[config.mk]
export PLATFORM = sky130hd
export DESIGN_NAME = inst_itf_resp
export DESIGN_NICKNAME = d
export VERILOG_FILES = /design/src/rtl/inst_itf_resp.sv
export SDC_FILE = /design/constraint.sdc
export NUM_CORES = 1
export LEC_CHECK = 0
export BUFFER_PORTS_ARGS = -buffer_cell sky130_fd_sc_hd__buf_2
export CAP_MARGIN = 25
export CORE_MARGIN = 2
export CORE_UTILIZATION = 54
export DETAILED_ROUTE_END_ITERATION = 12
export HOLD_SLACK_MARGIN = 0.02
export PLACE_DENSITY_LB_ADDON = 0.2
export SYNTH_ARGS = -nofsm -noshare
export SYNTH_HDL_FRONTEND = slang
export SYNTH_SLANG_ARGS = --single-unit
[constraint.sdc]
create_clock -name clk_i -period 3 [get_ports clk_i]
set_clock_uncertainty 0.05 [all_clocks]
set_input_delay 0.6 -clock clk_i [delete_from_list [all_inputs] [get_ports clk_i]]
set_output_delay 0.6 -clock clk_i [all_outputs]
set_load 0.01 [all_outputs]
[src/rtl/inst_itf_resp.sv]
// Instruction fetch responder: serves word fetches from a one-entry hit buffer
// or by a single read on the memory port, with range check and fetch timeout.
module inst_itf_resp #(
  parameter logic [31:0] BASE    = 32'h0000,
  parameter logic [31:0] END     = 32'h0fff,
  parameter int          AW      = 10,
  parameter int          TIMEOUT = 16
) (
  input  logic          clk_i,
  input  logic          rst_ni,
  input  logic          inst_req_i,
  input  logic [31:0]   inst_addr_i,
  output logic          inst_ack_o,
  output logic [31:0]   inst_data_o,
  output logic          inst_error_o,
  input  logic          flush_i,
  output logic          mem_req_o,
  output logic [AW-1:0] mem_addr_o,
  input  logic          mem_gnt_i,
  input  logic          mem_rvalid_i,
  input  logic [31:0]   mem_rdata_i,
  input  logic          mem_err_i
);

  // A zero-width counter is not legal, so TIMEOUT=0 keeps one (unused) bit.
  localparam int            CW     = (TIMEOUT > 0) ? $clog2(TIMEOUT + 1) : 1;
  localparam logic [CW-1:0] TO_LIM = CW'(TIMEOUT);
  localparam logic [31:0]   SPAN   = END - BASE;

  typedef enum logic [1:0] {IDLE, REQ, WAIT, RESP} state_e;

  state_e        state_q;
  logic [CW-1:0] cnt_q;
  logic          buf_valid_q;
  logic [29:0]   buf_tag_q;
  logic [31:0]   buf_data_q;
  logic [29:0]   tag_q;

  logic [31:0]   off;
  logic          in_range;
  logic          hit;
  logic [CW-1:0] cnt_inc;
  logic          to_hit;

  // Offset from BASE doubles as the range check: anything below BASE wraps
  // to a large value and fails the same compare as anything above END.
  assign off      = inst_addr_i - BASE;
  assign in_range = (off <= SPAN);
  assign hit      = buf_valid_q && (buf_tag_q == inst_addr_i[31:2]);
  assign cnt_inc  = cnt_q + 1'b1;
  assign to_hit   = (TIMEOUT != 0) && (cnt_inc == TO_LIM);

  always_ff @(posedge clk_i) begin
    if (!rst_ni) begin
      state_q      <= IDLE;
      inst_ack_o   <= 1'b0;
      inst_data_o  <= '0;
      inst_error_o <= 1'b0;
      mem_req_o    <= 1'b0;
      mem_addr_o   <= '0;
      buf_valid_q  <= 1'b0;
      buf_tag_q    <= '0;
      buf_data_q   <= '0;
      tag_q        <= '0;
      cnt_q        <= '0;
    end else begin
      inst_ack_o   <= 1'b0;
      inst_data_o  <= '0;
      inst_error_o <= 1'b0;
      case (state_q)
        IDLE: begin
          if (inst_req_i) begin
            if (!in_range) begin
              state_q      <= RESP;
              inst_ack_o   <= 1'b1;
              inst_error_o <= 1'b1;
            end else if (hit) begin
              state_q     <= RESP;
              inst_ack_o  <= 1'b1;
              inst_data_o <= buf_data_q;
            end else begin
              state_q    <= REQ;
              mem_req_o  <= 1'b1;
              mem_addr_o <= off[AW+1:2];
              tag_q      <= inst_addr_i[31:2];
              cnt_q      <= '0;
            end
          end
        end
        REQ: begin
          cnt_q <= cnt_inc;
          if (to_hit) begin
            mem_req_o    <= 1'b0;
            state_q      <= RESP;
            inst_ack_o   <= 1'b1;
            inst_error_o <= 1'b1;
          end else if (mem_gnt_i) begin
            mem_req_o <= 1'b0;
            state_q   <= WAIT;
          end
        end
        WAIT: begin
          cnt_q <= cnt_inc;
          // Data arriving on the timeout cycle is still delivered.
          if (mem_rvalid_i) begin
            state_q      <= RESP;
            inst_ack_o   <= 1'b1;
            inst_data_o  <= mem_rdata_i;
            inst_error_o <= mem_err_i;
            if (!mem_err_i) begin
              buf_valid_q <= 1'b1;
              buf_tag_q   <= tag_q;
              buf_data_q  <= mem_rdata_i;
            end
          end else if (to_hit) begin
            state_q      <= RESP;
            inst_ack_o   <= 1'b1;
            inst_error_o <= 1'b1;
          end
        end
        RESP:    state_q <= IDLE;
        default: state_q <= IDLE;
      endcase
      // Flush overrides a fill landing on the same edge.
      if (flush_i) buf_valid_q <= 1'b0;
    end
  end

endmodule

==> reports/results.txt <==
Adder and majority gate portion of the synthesized area: 1.12%
Hold slack: 0.205 ns
Crit path kind: register to register
Startpoint Class: register
Syn Nets: 692
WP data arrival: 2.97 ns
Mean Syn Cell Area: 9.05 um2
Max-slew violation count: 0
Status: finished, final reports clean
Flops & latches, synth: 135
Syn-to-layout area delta: 22.3%
Core area: 0.0102 mm2
H-tree levels: 4
Reg2Reg Depth: 8
Pwr Density: 732 mW/mm2
Post-synth EDFFs: 0
Post-synth top area share: 48.5%
Final antenna-violating net count: 0
RSZ-0062 raised after global routing: no
Total number of vias: 4600
CTS Hold Buffers Added: 0
Cells after synthesis: 616
Ys async rst share: 0%
Setup tns final: 0 ns
Sequential share of the synthesized area: 48.5%
Ys flop type: dfxtp_1
Compound-Gate Fraction of Synth Area: 15.8%
Wire per inst: 15.1 um
Final hold violation count: 0
DRC marker count from the first detailed-route iteration: 298
CP Capture Type: register
Starting density of the core: 54.8%
Worst reg-to-reg setup slack: 0.44 ns
Slowest-stage cell, CP: or4_4
Tcrit/Tclk final: 85.3%
XOR/XNOR Fraction of Synth Area: 4.71%
FF-to-FF Start: state_q[0]$_SDFFE_PN0P_
GRT Residual Overflow: 0
Ys Warns: 0
CTS root buffer: clkbuf_8
Met2 Usage GRT: 39.5%
IO Port Bufs: 113
CP peak stage delay: 0.61 ns
Maximum VDD drop: 0.000408 V
Largest family of logic cells by synthesized area: simple AND/OR/NAND/NOR gates
Detailed-router iteration count before antenna repair: 7
Share of layout cells above drive strength 1: 31.3%
Postcts setup bufs: 0
Gpl congestion: 0.818
Initial antenna violation count: 0
CTS tree: done
Clk pin slew, worst setup/hold paths: 0.06 ns
Hold Crit Class: primary input to register
Total power: 4.99 mW
Area of placed instances: 0.00615 mm2
IO Pins: 116
First-pass GRT wire length: 21200 um
Area contributors post-synth: dfxtp_1, nand2_1, a22oi_2
Cell row count: 37
Most frequent cells in the layout: nand2_1, dfxtp_1, buf_2
Fin nets: 786
Num CTS Buffers: 17
Max Clk Rate: 0.391 GHz
HPWL Detailed: 8570 um
P_leak: 2.54 nW
Die footprint: 0.0112 mm2
Commonest non-fill, non-tap cell in the layout: nand2_1
Tot GR Track Use: 24.1%
Drt via density: 5.36
WHS Path Cells: 2
CP Cell Sequence: inv_1 > ha_1 > nand2_1 > or4_4 > and3b_2 > buf_4 > a22oi_1 > nor2_1
Crit-path max FO: 9
Simple-gate area share of the yosys netlist: 22.1%
Hold Path Origin: flush_i
Mapped Area: 0.00558 mm2
Actual slew at the worst max-slew pin: 0.826 ns
Max-Slew Margin vs Limit: 44.9%
Met1 Use GR: 30.7%
Post_cts resized: 0
Max-cap violation count: 0
Post-synthesis mux area share: 2.00%
Total routed wirelength: 13000 um
Fin crit period: 2.56 ns
Largest net degree at the start of global routing: 78
Final setup fails: 0
Die H: 106 um
Gr busiest metal: met2
Yosys top cell by area: dfxtp_1
Fill cells: 845
Finished Cell Area: 0.00682 mm2
End of the worst register-to-register path: inst_data_o[31]$_SDFF_PN0_
Diode count: 0
Die Wd: 106 um
Number of library cell types mapped by synthesis: 42
Clk_lat worst skew: 0.53 ns
Max Buffers Root-to-Sink: 2
Clk sinks: 135
DRC: 0
CP Data Required Time: 3.42 ns
Hold Crit Endpoint: buf_valid_q$_SDFFE_PP0P_
GR Layer Usage met3: 6.56%
Vias in the first global route: 4438
Final Core Density: 67.0%
[cells by family (layout without fill, tap and decap cells)]
group / Yosys count / after routing
mux: 11 / 11
compound gates: 120 / 120
buf+inv: 56 / 163
flops: 135 / 135
xor+xnor: 30 / 30
fa+ha+maj: 5 / 5
simple gates: 259 / 259
[area by class of cell]
class | count | area, um2 | share of cell area (%)
Sequential cell | 135 | 2700 | 39.6
Tap cell | 136 | 170 | 2.49
Multi-Input combinational cell | 425 | 2580 | 37.8
Clock buffer | 18 | 428 | 6.27
Inverter | 7 | 26.3 | 0.385
Clock inverter | 14 | 244 | 3.58
Timing Repair Buffer | 124 | 673 | 9.87
[cells in the mapped netlist, types with 2 or more instances]
master	number
or4_1	2
a22oi_1	3
buf_4	13
inv_1	6
o21ai_0	2
buf_12	3
a21oi_1	66
nand3_1	9
nor3_1	4
nand2_1	138
nor3b_1	2
o22ai_1	3
nor2_1	19
clkbuf_1	31
o21ai_1	2
a31oi_1	7
dfxtp_1	135
ha_1	5
buf_6	2
xnor2_1	30
a22oi_2	30
nor4_1	7
nand4_1	14
nand2b_1	3
mux2i_1	10
and2_1	21
nor2_2	30
nand3b_1	5
[flip-flops by register name, summed over array words and instances (netlist names)]
register / cells
buf_tag_q: 30
inst_error_o: 1
mem_addr_o: 9
cnt_q: 5
tag_q: 21
mem_req_o: 1
inst_data_o: 32
buf_valid_q: 1
inst_ack_o: 1
buf_data_q: 32
state_q: 2
[stage by stage]
stage               setup WS (ns)  std cells
finish                      0.442        859
global route                0.291        859
CTS                         0.435        859
detailed placement          0.231        827
global placement            0.255        827
floorplan                   0.584        616
[routing by layer]
layer	wire, um	share of wire (%)	vias to the layer above
met2	6440	50	122
met4	189	1.5	0
met5	0	0	-
li1	-	-	2257
met3	701	5.4	15
met1	5660	44	2206
[worst max path at each step]
| stage | cells after the start | startpoint | endpoint |
|---|---|---|---|
| after CTS | 8 | state_q[0]$_SDFFE_PN0P_ | inst_data_o[4]$_SDFF_PN0_ |
| final | 8 | state_q[0]$_SDFFE_PN0P_ | inst_data_o[31]$_SDFF_PN0_ |
| after global routing | 8 | state_q[1]$_SDFFE_PN0P_ | inst_data_o[31]$_SDFF_PN0_ |
| after global placement | 7 | inst_addr_i[31] | inst_data_o[31]$_SDFF_PN0_ |
| after floorplan | 6 | inst_addr_i[31] | mem_addr_o[2]$_SDFFE_PN0P_ |
| after detailed placement | 7 | inst_addr_i[31] | inst_data_o[4]$_SDFF_PN0_ |
[power breakdown]
group / switching [mW] / internal [mW] / total (mW)
combinational: 0.466 / 0.257 / 0.723
clock: 0.803 / 1.55 / 2.35
sequential: 0.0459 / 1.87 / 1.92
total: 1.31 / 3.68 / 4.99
[worst max-delay path, delay by kind of cell, from the launching register on]
kind            cells  cell delay, ns
flops               1            0.34
fa+ha+maj           1            0.34
simple gates        4            1.32
buf+inv             2            0.36
compound gates      1            0.08
No activity file was read; power rests on OpenSTA's default activity.
